### config.mk
export PLATFORM = sky130hd
export DESIGN_NAME = control_sequencer
export DESIGN_NICKNAME = d
export VERILOG_FILES = /design/src/rtl/control_sequencer_pkg.sv /design/src/rtl/control_sequencer_seq_decoder.sv /design/src/rtl/control_sequencer.sv
export SDC_FILE = /design/constraint.sdc
export NUM_CORES = 1
export LEC_CHECK = 0
export ABC_AREA = 1
export CAP_MARGIN = 40
export CORE_MARGIN = 5
export CORE_UTILIZATION = 33
export DETAILED_ROUTE_END_ITERATION = 12
export PLACE_DENSITY = 0.88
export SYNTH_ARGS = -nofsm -noshare
export SYNTH_HDL_FRONTEND = slang
export SYNTH_SLANG_ARGS = --single-unit
export TNS_END_PERCENT = 20
### constraint.sdc
create_clock -name Clock -period 2.04 [get_ports Clock]
set_input_delay 0.408 -clock Clock [delete_from_list [all_inputs] [get_ports Clock]]
set_output_delay 0.408 -clock Clock [all_outputs]
set_load 0.05 [all_outputs]
### src/rtl/control_sequencer_pkg.sv
// Shared definitions for the control sequencer: opcodes, datapath function
// codes, ARF register indices, sequencer state enum and the control bundle
// that the decoder hands to the top level.
package control_sequencer_pkg;

  // Opcodes (IROut[15:10])
  localparam logic [5:0] OP_BRA = 6'h00;
  localparam logic [5:0] OP_BNE = 6'h01;
  localparam logic [5:0] OP_BEQ = 6'h02;
  localparam logic [5:0] OP_LDI = 6'h10;
  localparam logic [5:0] OP_ADD = 6'h11;
  localparam logic [5:0] OP_SUB = 6'h12;
  localparam logic [5:0] OP_AND = 6'h13;
  localparam logic [5:0] OP_ORR = 6'h14;
  localparam logic [5:0] OP_XOR = 6'h15;

  // ALU operations (16-bit variants)
  localparam logic [4:0] ALU_ADD = 5'h14;
  localparam logic [4:0] ALU_SUB = 5'h16;
  localparam logic [4:0] ALU_AND = 5'h17;
  localparam logic [4:0] ALU_ORR = 5'h18;
  localparam logic [4:0] ALU_XOR = 5'h19;

  // Register file / address register file functions
  localparam logic [2:0] RF_INC   = 3'b001;
  localparam logic [2:0] RF_LOAD  = 3'b010;
  localparam logic [2:0] RF_CLR   = 3'b011;
  localparam logic [1:0] ARF_INC  = 2'b01;
  localparam logic [1:0] ARF_LOAD = 2'b10;
  localparam logic [1:0] ARF_CLR  = 2'b11;

  // ARF read-select indices and the PC write enable
  localparam logic [1:0] ARF_PC    = 2'b00;
  localparam logic [1:0] ARF_AR    = 2'b10;
  localparam logic [1:0] ARF_SP    = 2'b11;
  localparam logic [2:0] ARF_EN_PC = 3'b100;

  typedef enum logic [1:0] {FETCH_L, FETCH_H, EXEC, HALT} state_t;

  typedef struct packed {
    logic [2:0] rf_outa_sel;
    logic [2:0] rf_outb_sel;
    logic [2:0] rf_funsel;
    logic [3:0] rf_regsel;
    logic [3:0] rf_scrsel;
    logic [4:0] alu_funsel;
    logic       alu_wf;
    logic [1:0] arf_outc_sel;
    logic [1:0] arf_outd_sel;
    logic [1:0] arf_funsel;
    logic [2:0] arf_regsel;
    logic       ir_lh;
    logic       ir_write;
    logic       mem_wr;
    logic       mem_cs;
    logic [1:0] dr_funsel;
    logic       dr_e;
    logic [1:0] mux_a_sel;
    logic [1:0] mux_b_sel;
    logic [1:0] mux_c_sel;
    logic       mux_d_sel;
  } ctrl_t;

  // Register index 0 selects R1, which sits in the MSB of the enable vector.
  function automatic logic [3:0] rf_onehot(input logic [1:0] idx);
    return 4'b1000 >> idx;
  endfunction

  function automatic logic is_alu_op(input logic [5:0] op);
    return (op == OP_ADD) || (op == OP_SUB) || (op == OP_AND) ||
           (op == OP_ORR) || (op == OP_XOR);
  endfunction

  function automatic logic [4:0] alu_fun(input logic [5:0] op);
    case (op)
      OP_SUB:  return ALU_SUB;
      OP_AND:  return ALU_AND;
      OP_ORR:  return ALU_ORR;
      OP_XOR:  return ALU_XOR;
      default: return ALU_ADD;
    endcase
  endfunction

endpackage

### src/rtl/control_sequencer_seq_decoder.sv
// Combinational step decoder: maps sequencer state, timing step, instruction
// register and the Z flag onto the full datapath control bundle.
// Ports:
//   state_i       current sequencer state
//   t_i           current timing step
//   ir_i          instruction register contents
//   flag_z_i      ALU zero flag
//   ctrl_o        control bundle (before stall/reset masking)
//   exec_more_o   instruction needs a second execute step (T3)
//   halt_req_o    halt opcode decoded in T2
module control_sequencer_seq_decoder
  import control_sequencer_pkg::*;
#(
  parameter logic [5:0] HALT_OPCODE = 6'h3F
) (
  input  state_t      state_i,
  input  logic [2:0]  t_i,
  input  logic [15:0] ir_i,
  input  logic        flag_z_i,
  output ctrl_t       ctrl_o,
  output logic        exec_more_o,
  output logic        halt_req_o
);

  logic [5:0] opcode;
  logic       is_t2;
  logic       is_t3;
  logic       branch_taken;

  assign opcode = ir_i[15:10];
  assign is_t2  = (state_i == EXEC) && (t_i == 3'd2);
  assign is_t3  = (state_i == EXEC) && (t_i == 3'd3);

  assign exec_more_o = is_t2 && is_alu_op(opcode);
  assign halt_req_o  = is_t2 && (opcode == HALT_OPCODE);

  always_comb begin
    branch_taken = 1'b0;
    case (opcode)
      OP_BRA:  branch_taken = 1'b1;
      OP_BNE:  branch_taken = !flag_z_i;
      OP_BEQ:  branch_taken = flag_z_i;
      default: branch_taken = 1'b0;
    endcase
  end

  always_comb begin
    ctrl_o = '0;
    case (state_i)
      FETCH_L, FETCH_H: begin
        ctrl_o.mem_cs       = 1'b1;
        ctrl_o.mem_wr       = 1'b0;
        ctrl_o.arf_outd_sel = ARF_PC;
        ctrl_o.ir_write     = 1'b1;
        ctrl_o.ir_lh        = (state_i == FETCH_H);
        ctrl_o.arf_regsel   = ARF_EN_PC;
        ctrl_o.arf_funsel   = ARF_INC;
      end
      EXEC: begin
        if (is_t2) begin
          if (branch_taken) begin
            // Branch target comes from the IR immediate through mux B.
            ctrl_o.mux_b_sel  = 2'b11;
            ctrl_o.arf_regsel = ARF_EN_PC;
            ctrl_o.arf_funsel = ARF_LOAD;
          end else if (opcode == OP_LDI) begin
            ctrl_o.mux_a_sel = 2'b11;
            ctrl_o.rf_regsel = rf_onehot(ir_i[9:8]);
            ctrl_o.rf_funsel = RF_LOAD;
          end else if (is_alu_op(opcode)) begin
            ctrl_o.rf_outa_sel = ir_i[5:3];
            ctrl_o.rf_outb_sel = ir_i[2:0];
            ctrl_o.mux_d_sel   = 1'b0;
            ctrl_o.alu_funsel  = alu_fun(opcode);
            ctrl_o.alu_wf      = ir_i[9];
          end
        end else if (is_t3 && is_alu_op(opcode)) begin
          // Operand selects stay put so the ALU result is still valid for
          // the write-back through mux A.
          ctrl_o.rf_outa_sel = ir_i[5:3];
          ctrl_o.rf_outb_sel = ir_i[2:0];
          ctrl_o.mux_d_sel   = 1'b0;
          ctrl_o.alu_funsel  = alu_fun(opcode);
          ctrl_o.mux_a_sel   = 2'b00;
          ctrl_o.rf_regsel   = ir_i[8] ? 4'b0000 : rf_onehot(ir_i[7:6]);
          ctrl_o.rf_funsel   = RF_LOAD;
        end
      end
      default: ctrl_o = '0;
    endcase
  end

endmodule

### src/rtl/control_sequencer.sv
// Hardwired fetch/decode/execute controller for the ALU datapath system.
// Holds the sequencer state and timing step; control outputs are decoded
// combinationally from them plus IROut and ALU_Flags.
// Optional build macro CTRL_STALL_EN adds a Stall input that freezes the
// sequence and suppresses every enable while selects keep their values.
// Ports:
//   Clock, Reset      rising-edge clock, synchronous active-high reset
//   Stall             (CTRL_STALL_EN only) pause request
//   IROut, ALU_Flags  instruction register and {Z,C,N,O} flags
//   RF_*, ALU_*, ARF_*, IR_*, Mem_*, DR_*, Mux*Sel   datapath controls
//   T                 current timing step
//   Halted            high while stopped on the halt opcode
module control_sequencer
  import control_sequencer_pkg::*;
#(
  parameter logic [5:0] HALT_OPCODE = 6'h3F
) (
  input  logic        Clock,
  input  logic        Reset,
`ifdef CTRL_STALL_EN
  input  logic        Stall,
`endif
  input  logic [15:0] IROut,
  input  logic [3:0]  ALU_Flags,
  output logic [2:0]  RF_OutASel,
  output logic [2:0]  RF_OutBSel,
  output logic [2:0]  RF_FunSel,
  output logic [3:0]  RF_RegSel,
  output logic [3:0]  RF_ScrSel,
  output logic [4:0]  ALU_FunSel,
  output logic        ALU_WF,
  output logic [1:0]  ARF_OutCSel,
  output logic [1:0]  ARF_OutDSel,
  output logic [1:0]  ARF_FunSel,
  output logic [2:0]  ARF_RegSel,
  output logic        IR_LH,
  output logic        IR_Write,
  output logic        Mem_WR,
  output logic        Mem_CS,
  output logic [1:0]  DR_FunSel,
  output logic        DR_E,
  output logic [1:0]  MuxASel,
  output logic [1:0]  MuxBSel,
  output logic [1:0]  MuxCSel,
  output logic        MuxDSel,
  output logic [2:0]  T,
  output logic        Halted
);

  state_t     state_q, state_d;
  logic [2:0] t_q, t_d;
  logic       stall;
  logic       exec_more;
  logic       halt_req;
  ctrl_t      ctrl_dec;
  ctrl_t      ctrl_out;
  logic       flags_unused;

`ifdef CTRL_STALL_EN
  assign stall = Stall;
`else
  assign stall = 1'b0;
`endif

  // Only Z steers the sequence; C, N and O belong to the datapath.
  assign flags_unused = ^ALU_Flags[2:0];

  control_sequencer_seq_decoder #(
    .HALT_OPCODE (HALT_OPCODE)
  ) u_seq_decoder (
    .state_i     (state_q),
    .t_i         (t_q),
    .ir_i        (IROut),
    .flag_z_i    (ALU_Flags[3]),
    .ctrl_o      (ctrl_dec),
    .exec_more_o (exec_more),
    .halt_req_o  (halt_req)
  );

  always_ff @(posedge Clock) begin
    if (Reset) begin
      state_q <= FETCH_L;
      t_q     <= 3'd0;
    end else begin
      state_q <= state_d;
      t_q     <= t_d;
    end
  end

  always_comb begin
    state_d = state_q;
    t_d     = t_q;
    if (!stall) begin
      case (state_q)
        FETCH_L: begin
          state_d = FETCH_H;
          t_d     = 3'd1;
        end
        FETCH_H: begin
          state_d = EXEC;
          t_d     = 3'd2;
        end
        EXEC: begin
          if (halt_req) begin
            state_d = HALT;
          end else if (exec_more) begin
            t_d = 3'd3;
          end else begin
            state_d = FETCH_L;
            t_d     = 3'd0;
          end
        end
        default: begin
          state_d = HALT;
        end
      endcase
    end
  end

  // Reset blanks every control for the cycles it is held; the registered
  // state alone would otherwise already show the T0 fetch.
  always_comb begin
    ctrl_out = ctrl_dec;
    if (stall) begin
      ctrl_out.rf_regsel  = 4'b0000;
      ctrl_out.rf_scrsel  = 4'b0000;
      ctrl_out.arf_regsel = 3'b000;
      ctrl_out.ir_write   = 1'b0;
      ctrl_out.alu_wf     = 1'b0;
      ctrl_out.dr_e       = 1'b0;
      ctrl_out.mem_cs     = 1'b0;
    end
    if (Reset) begin
      ctrl_out = '0;
    end
  end

  assign RF_OutASel  = ctrl_out.rf_outa_sel;
  assign RF_OutBSel  = ctrl_out.rf_outb_sel;
  assign RF_FunSel   = ctrl_out.rf_funsel;
  assign RF_RegSel   = ctrl_out.rf_regsel;
  assign RF_ScrSel   = ctrl_out.rf_scrsel;
  assign ALU_FunSel  = ctrl_out.alu_funsel;
  assign ALU_WF      = ctrl_out.alu_wf;
  assign ARF_OutCSel = ctrl_out.arf_outc_sel;
  assign ARF_OutDSel = ctrl_out.arf_outd_sel;
  assign ARF_FunSel  = ctrl_out.arf_funsel;
  assign ARF_RegSel  = ctrl_out.arf_regsel;
  assign IR_LH       = ctrl_out.ir_lh;
  assign IR_Write    = ctrl_out.ir_write;
  assign Mem_WR      = ctrl_out.mem_wr;
  assign Mem_CS      = ctrl_out.mem_cs;
  assign DR_FunSel   = ctrl_out.dr_funsel;
  assign DR_E        = ctrl_out.dr_e;
  assign MuxASel     = ctrl_out.mux_a_sel;
  assign MuxBSel     = ctrl_out.mux_b_sel;
  assign MuxCSel     = ctrl_out.mux_c_sel;
  assign MuxDSel     = ctrl_out.mux_d_sel;
  assign T           = t_q;
  assign Halted      = (state_q == HALT);

endmodule

Word-level counts from Yosys, hierarchy flattened
Index checks and enable logic that the tools add are counted.
{"block": "totals", "register_bits": 5, "in_bits": 22, "output_inout_bits": 50, "word_cells": 69}
{"block": "op_classes", "n_eq_ne": 16, "shifts": 2, "n_mux": 34, "n_reduce_logical": 15}
{"operator": "$mux 13", "count": 4}
{"operator": "$mux 46", "count": 1}
{"operator": "$mux 6", "count": 7}
{"operator": "$eq 6x5->1 const B", "count": 6}
{"operator": "$mux 5", "count": 4}
{"operator": "$mux 2", "count": 8}
{"operator": "$pmux 4 s4", "count": 1}
{"operator": "$mux 4", "count": 3}
{"operator": "$pmux 5 s2", "count": 1}
{"operator": "$pmux 3 s3", "count": 1}
{"operator": "$shr 4x2->4 const A", "count": 2}
{"operator": "$eq 3x2->1 const B", "count": 2}
{"operator": "$eq 6x1->1 const B", "count": 1}
{"operator": "$eq 6x2->1 const B", "count": 1}
{"operator": "$eq 6x6->1 const B", "count": 1}
{"operator": "$logic_not 6->1", "count": 1}
{"operator": "$pmux 2 s3", "count": 1}
{"operator": "$logic_and 1x1->1", "count": 5}
{"operator": "$eq 2x2->1 const B", "count": 2}
{"operator": "$logic_or 1x1->1", "count": 4}
{"operator": "$mux 3", "count": 1}
{"operator": "$ne 3x3->1 const B", "count": 1}
{"operator": "$pmux 1 s3", "count": 1}
{"operator": "$reduce_bool 3->1", "count": 1}
{"operator": "7 further kinds", "count": 7}

Longest topological paths before layout
{"block": "depth", "ltp_word": 11, "ltp_mapped": 9, "ltp_nobuf": 9}

By module
Synthesis repeated with hierarchy kept, for this count alone.
{"block": "unflattened", "cells_unflattened": 255, "hier_area_um2": 1290.0}
{"module": "control_sequencer", "instances": 1, "cells_each": 141, "area_per_inst_um2": 690.7, "seq_area_each_um2": 80.1}
{"module": "control_sequencer_seq_decoder", "instances": 1, "cells_each": 114, "area_per_inst_um2": 599.3, "seq_area_each_um2": 0.0}

Worst setup path after synthesis
Ideal clock, no wire load.
{"block": "synth_path", "kind": "register -> output", "from": "register t_q[1] (netlist: T[1])", "to": "output MuxBSel[0]", "arrival_time_ps": 2488, "t_required_ps": 1632, "slack_ps": -856, "path_stages_with_launch": 4, "path_buffers": 1, "cell_sequence": "dfxtp_1 > nand3_2 > nor3_1 > buf_4"}
{"block": "synth_between", "elab_chain_len": 5}
{"item": "from (decl)", "line_no": "control_sequencer.sv:51", "rtl": "logic [2:0] t_q, t_d;"}
{"item": "from (signal assigned)", "line_no": "control_sequencer.sv:86", "rtl": "t_q <= t_d;"}
{"item": "$eq 3x2->1", "line_no": "control_sequencer_seq_decoder.sv:31", "rtl": "assign is_t2 = (state_i == EXEC) && (t_i == 3'd2);"}
{"item": "$logic_and 1x1->1", "line_no": "control_sequencer_seq_decoder.sv:31"}
{"item": "$mux 2", "line_no": "control_sequencer_seq_decoder.sv:60", "rtl": "if (is_t2) begin"}
{"item": "$mux 4", "line_no": "control_sequencer_seq_decoder.sv:49", "rtl": "case (state_i)"}
{"item": "$mux 46", "line_no": "control_sequencer.sv:133", "rtl": "if (Reset) begin"}
{"item": "to (decl)", "line_no": "control_sequencer.sv:43", "rtl": "output logic [1:0] MuxBSel,"}
Every way passes these cells.

Final worst setup path
{"block": "layout_path", "from": "register state_q[0]", "to": "output RF_OutASel[2]"}
{"block": "layout_between", "elab_chain_len": 7, "word_cells_on_any_way": 8, "cone_classes": "eq/ne (1); mux (4); reduce/logical (3)"}
{"item": "from (decl)", "line_no": "control_sequencer.sv:50", "rtl": "state_t state_q, state_d;"}
{"item": "from (signal assigned)", "line_no": "control_sequencer.sv:85", "rtl": "state_q <= state_d;"}
{"item": "$eq 2x2->1 (*)", "line_no": "control_sequencer_seq_decoder.sv:31, control_sequencer_seq_decoder.sv:32, control_sequencer_seq_decoder.sv:49"}
{"item": "$logic_and 1x1->1", "line_no": "control_sequencer_seq_decoder.sv:32", "rtl": "assign is_t3 = (state_i == EXEC) && (t_i == 3'd3);"}
{"item": "$logic_and 1x1->1", "line_no": "control_sequencer_seq_decoder.sv:77", "rtl": "end else if (is_t3 && is_alu_op(opcode)) begin"}
{"item": "$mux 13", "line_no": "control_sequencer_seq_decoder.sv:77"}
{"item": "$mux 13", "line_no": "control_sequencer_seq_decoder.sv:60"}
{"item": "$mux 13 (*)", "line_no": "control_sequencer_seq_decoder.sv:49"}
{"item": "$mux 46 (*)", "line_no": "control_sequencer.sv:133"}
{"item": "to (decl)", "line_no": "control_sequencer.sv:25", "rtl": "output logic [2:0] RF_OutASel,"}
Every way passes the cells marked *; elsewhere a longest branch is shown, timed or not.

==> results.md <==
* Die Area at 3861 sq um
* Placed Cells at 230
* Root buffer cell: clkbuf_4
* Final Hold Fails at 0
* Worst reg2reg path depth at 9
* Crit path kind: register to output port
* Initial antenna violation count at 0
* HPWL after DPL at 2.301 mm
* Vias per inst at 4.709
* Worst skew pair latency at 230 ps
* Fmax at 469.9 MHz
* CORE AREA at 2686 sq um
* Crit. End Element: output port
* Static leakage at 0.9385 nW
* Post-Syn Area at 897.1 sq um
* Hold path startpoint: T[1]$_SDFFE_PP0P_
* CP max FO at 5
* Cts bufs inserted at 3
* Overall Power at 0.6010 mW
* Fin. max-slew vios at 0
* Clk buf depth at 2
* Capturing point of the worst reg2reg path: state_q[0]$_SDFFE_PP0P_
* Die height at 62.14 um
* Sequential area share after synthesis at 8.926%
* Clock sinks at 4
* Residual DRC count at 0
* Hold endpoint: T[1]$_SDFFE_PP0P_
* Worst reg2reg path startpoint: state_q[0]$_SDFFE_PP0P_
* Gate Count Post-Synth at 144
* First DRT Iteration DRCs at 64
* I/O pins at 72
* Std-Cell Rows at 19
* Total iterations of the first detailed-routing run at 5
* Setup ws final at -88.18 ps
* CP startpoint kind: register
* Crit path DAT at 1720 ps
* Cell area power density at 290.6 nW/um^2
* Ys Warns at 0
* First-pass GRT wire length at 5.934 mm
* Fraction of layout cells with a size suffix above 1 at 57.27%
* Yosys reg bits at 4
* Via count at 1182
* Distinct cells, synth at 24
* Final Non-Filler Cells at 251
* WL final at 3.906 mm
* TritonCTS clock tree: done
* Worst Max-Slew Pin Slew at 498.8 ps
* FF-to-FF setup slack at 550 ps
* WL/cell at 15.56 um
* Relative slew slack at 66.65%
* Initial Utilization at 33.40%
* Critical Path RT at 1630 ps
* Hold path depth at 2
* Hold WC Path Type: register to register
* Largest net degree at the start of global routing at 8
* VDD IR max at 0.3485 mV
* CTS Hold Buffers Added at 0
* Port Buffers at 48
* Register clock-pin slew on the reported worst setup and hold paths at 40 ps
* Outcome: finished, violations left
* CTS H-tree depth at 1
* Filler cell count at 149
* GRT Overall Usage at 18.71%
* Final antenna-violating net count at 0
* Syn avg cell area at 6.230 sq um
* N_diodes at 0
* NumNets Final at 248
* Fin crit period at 2128 ps
* Period utilization at 104.3%
* Total grt overflow at 0
* Setup violations, final at 14
* RD Place Congestion at 0.7583
* Number of max-cap violations at 0
* Synthesis-to-finish area growth at 130.5%
* RSZ-0062 raised after global routing: true
* Worst clock skew at 1.285 ps
* Die Width at 62.14 um
* Failing checks: setup timing
* Vias in the first global route at 1170
power breakdown:
part	switching, mW	internal (mW)	leakage [nW]
logic	0.263	0.142	0.890
registers	0.0125	0.0896	0.0347
clock network	0.0282	0.0655	0.0138
critical path, cell delays in order, from the launching register on:
cell,delay (ps)
dfxtp_4,340
inv_4,60
ha_4,170
nand2_4,80
nor2_4,170
buf_4,150
o211ai_4,80
buf_12,150
nor2_4,140
buf_12,150
synth_stat cells:
master | instances | area (sq um)
nand3_2 | 4 | 40.04
dfxtp_1 | 4 | 80.08
nor2_4 | 3 | 33.78
ha_1 | 4 | 50.05
nand3_1 | 4 | 20.02
conb_1 | 1 | 3.750
nand4_1 | 5 | 31.28
nor3_1 | 1 | 5.000
nand2_2 | 6 | 37.54
nand2_1 | 16 | 60.06
nor2_1 | 24 | 90.09
inv_1 | 27 | 101.4
o211ai_4 | 1 | 21.27
a21oi_1 | 8 | 40.04
nor3b_1 | 1 | 7.510
nor2_2 | 1 | 6.260
a21oi_2 | 1 | 8.760
nand2_4 | 2 | 22.52
buf_2 | 1 | 5.000
buf_4 | 24 | 180.2
nor3_4 | 1 | 16.27
inv_2 | 1 | 3.750
nand3_4 | 1 | 17.52
o21ai_0 | 3 | 15.01
layer usage:
metal / wire (um) / vias up / global-route usage (%) / part of all wire, %
met5: 0 / - / 0 / 0
met4: 42 / 0 / 6.233 / 1.1
met3: 295 / 6 / 5.225 / 7.6
met2: 2131 / 60 / 34.84 / 55
met1: 1437 / 555 / 19.76 / 37
li1: - / 561 / - / -
cell type report:
type                    count  area, sq um  area share (%)
repair buffers             78         1015           49.06
multi-input cells         107        794.5           38.42
inverters                  28        110.1           5.324
flip-flops and latches      4        87.58           4.235
well taps                  31        38.79           1.875
clock buffers               3        22.52           1.089
sequential cells by signal (all words and copies together) (netlist names):
signal and count:
T 2, state_q 2
how the worst max path moves through the flow:
stage | cells past startpoint | startpoint | end | slack (ps)
3_3_place_gp | 8 | IROut[14] | RF_RegSel[0] | -240
5_1_grt | 9 | state_q[0]$_SDFFE_PP0P_ | RF_OutASel[2] | -170
2_1_floorplan | 6 | state_q[0]$_SDFFE_PP0P_ | ALU_WF | -10
3_5_place_dp | 8 | IROut[14] | RF_RegSel[0] | -290
4_1_cts | 9 | state_q[0]$_SDFFE_PP0P_ | RF_OutASel[0] | -20
6_report | 9 | state_q[0]$_SDFFE_PP0P_ | RF_OutASel[2] | -90
stage by stage:
step	hold WS (ps)	worst slack, ps	cell area [sq um]	TNS, ps	util (%)
after floorplan	525.8	-11.25	1041	-11.25	-
after global placement	496.1	-238.1	1749	-4296	65.11
after detailed placement	504.0	-285.3	1749	-5117	65.11
after CTS	533.9	-23.62	1969	-107.5	73.31
after global routing	550.9	-171.5	2068	-2216	76.99
final	535.3	-88.18	2068	-753.9	76.99
kinds of logic after synthesis:
group                    count (synthesis)  share of synthesized area [%]
flip-flops                               4                          8.926
buffers and inverters                   53                          32.36
adder cells (fa/ha/maj)                  4                          5.579
AO/OA/AOI/OAI                           13                          9.484
other                                    1                         0.4180
AND/OR/NAND/NOR                         69                          43.24
placed cells by master (no fill, tap or decap), types with 3 or more instances in the layout:
cell             count
a21oi_2              4
a21oi_4              3
buf_12              31
buf_4               26
clkbuf_4             3
clkdlybuf4s15_2      3
clkdlybuf4s50_1     13
conb_1              20
dfxtp_2              3
ha_1                 3
inv_1               21
inv_2                5
nand2_1             13
nand2_2              8
nand2_4              3
nand3_2              5
nand4_1              5
nor2_1              11
nor2_2               6
nor2_4              11
timing repair:
item / in CTS / in global routing
endpoints found under the setup margin: 23 / 22
endpoints found under the hold margin: 0 / 0
resized for setup: 43 / 16
pin swaps: 23 / 14
cloned: 1 / 0
buffers inserted: 9 / 8
Power figures use the tool's default switching activity.
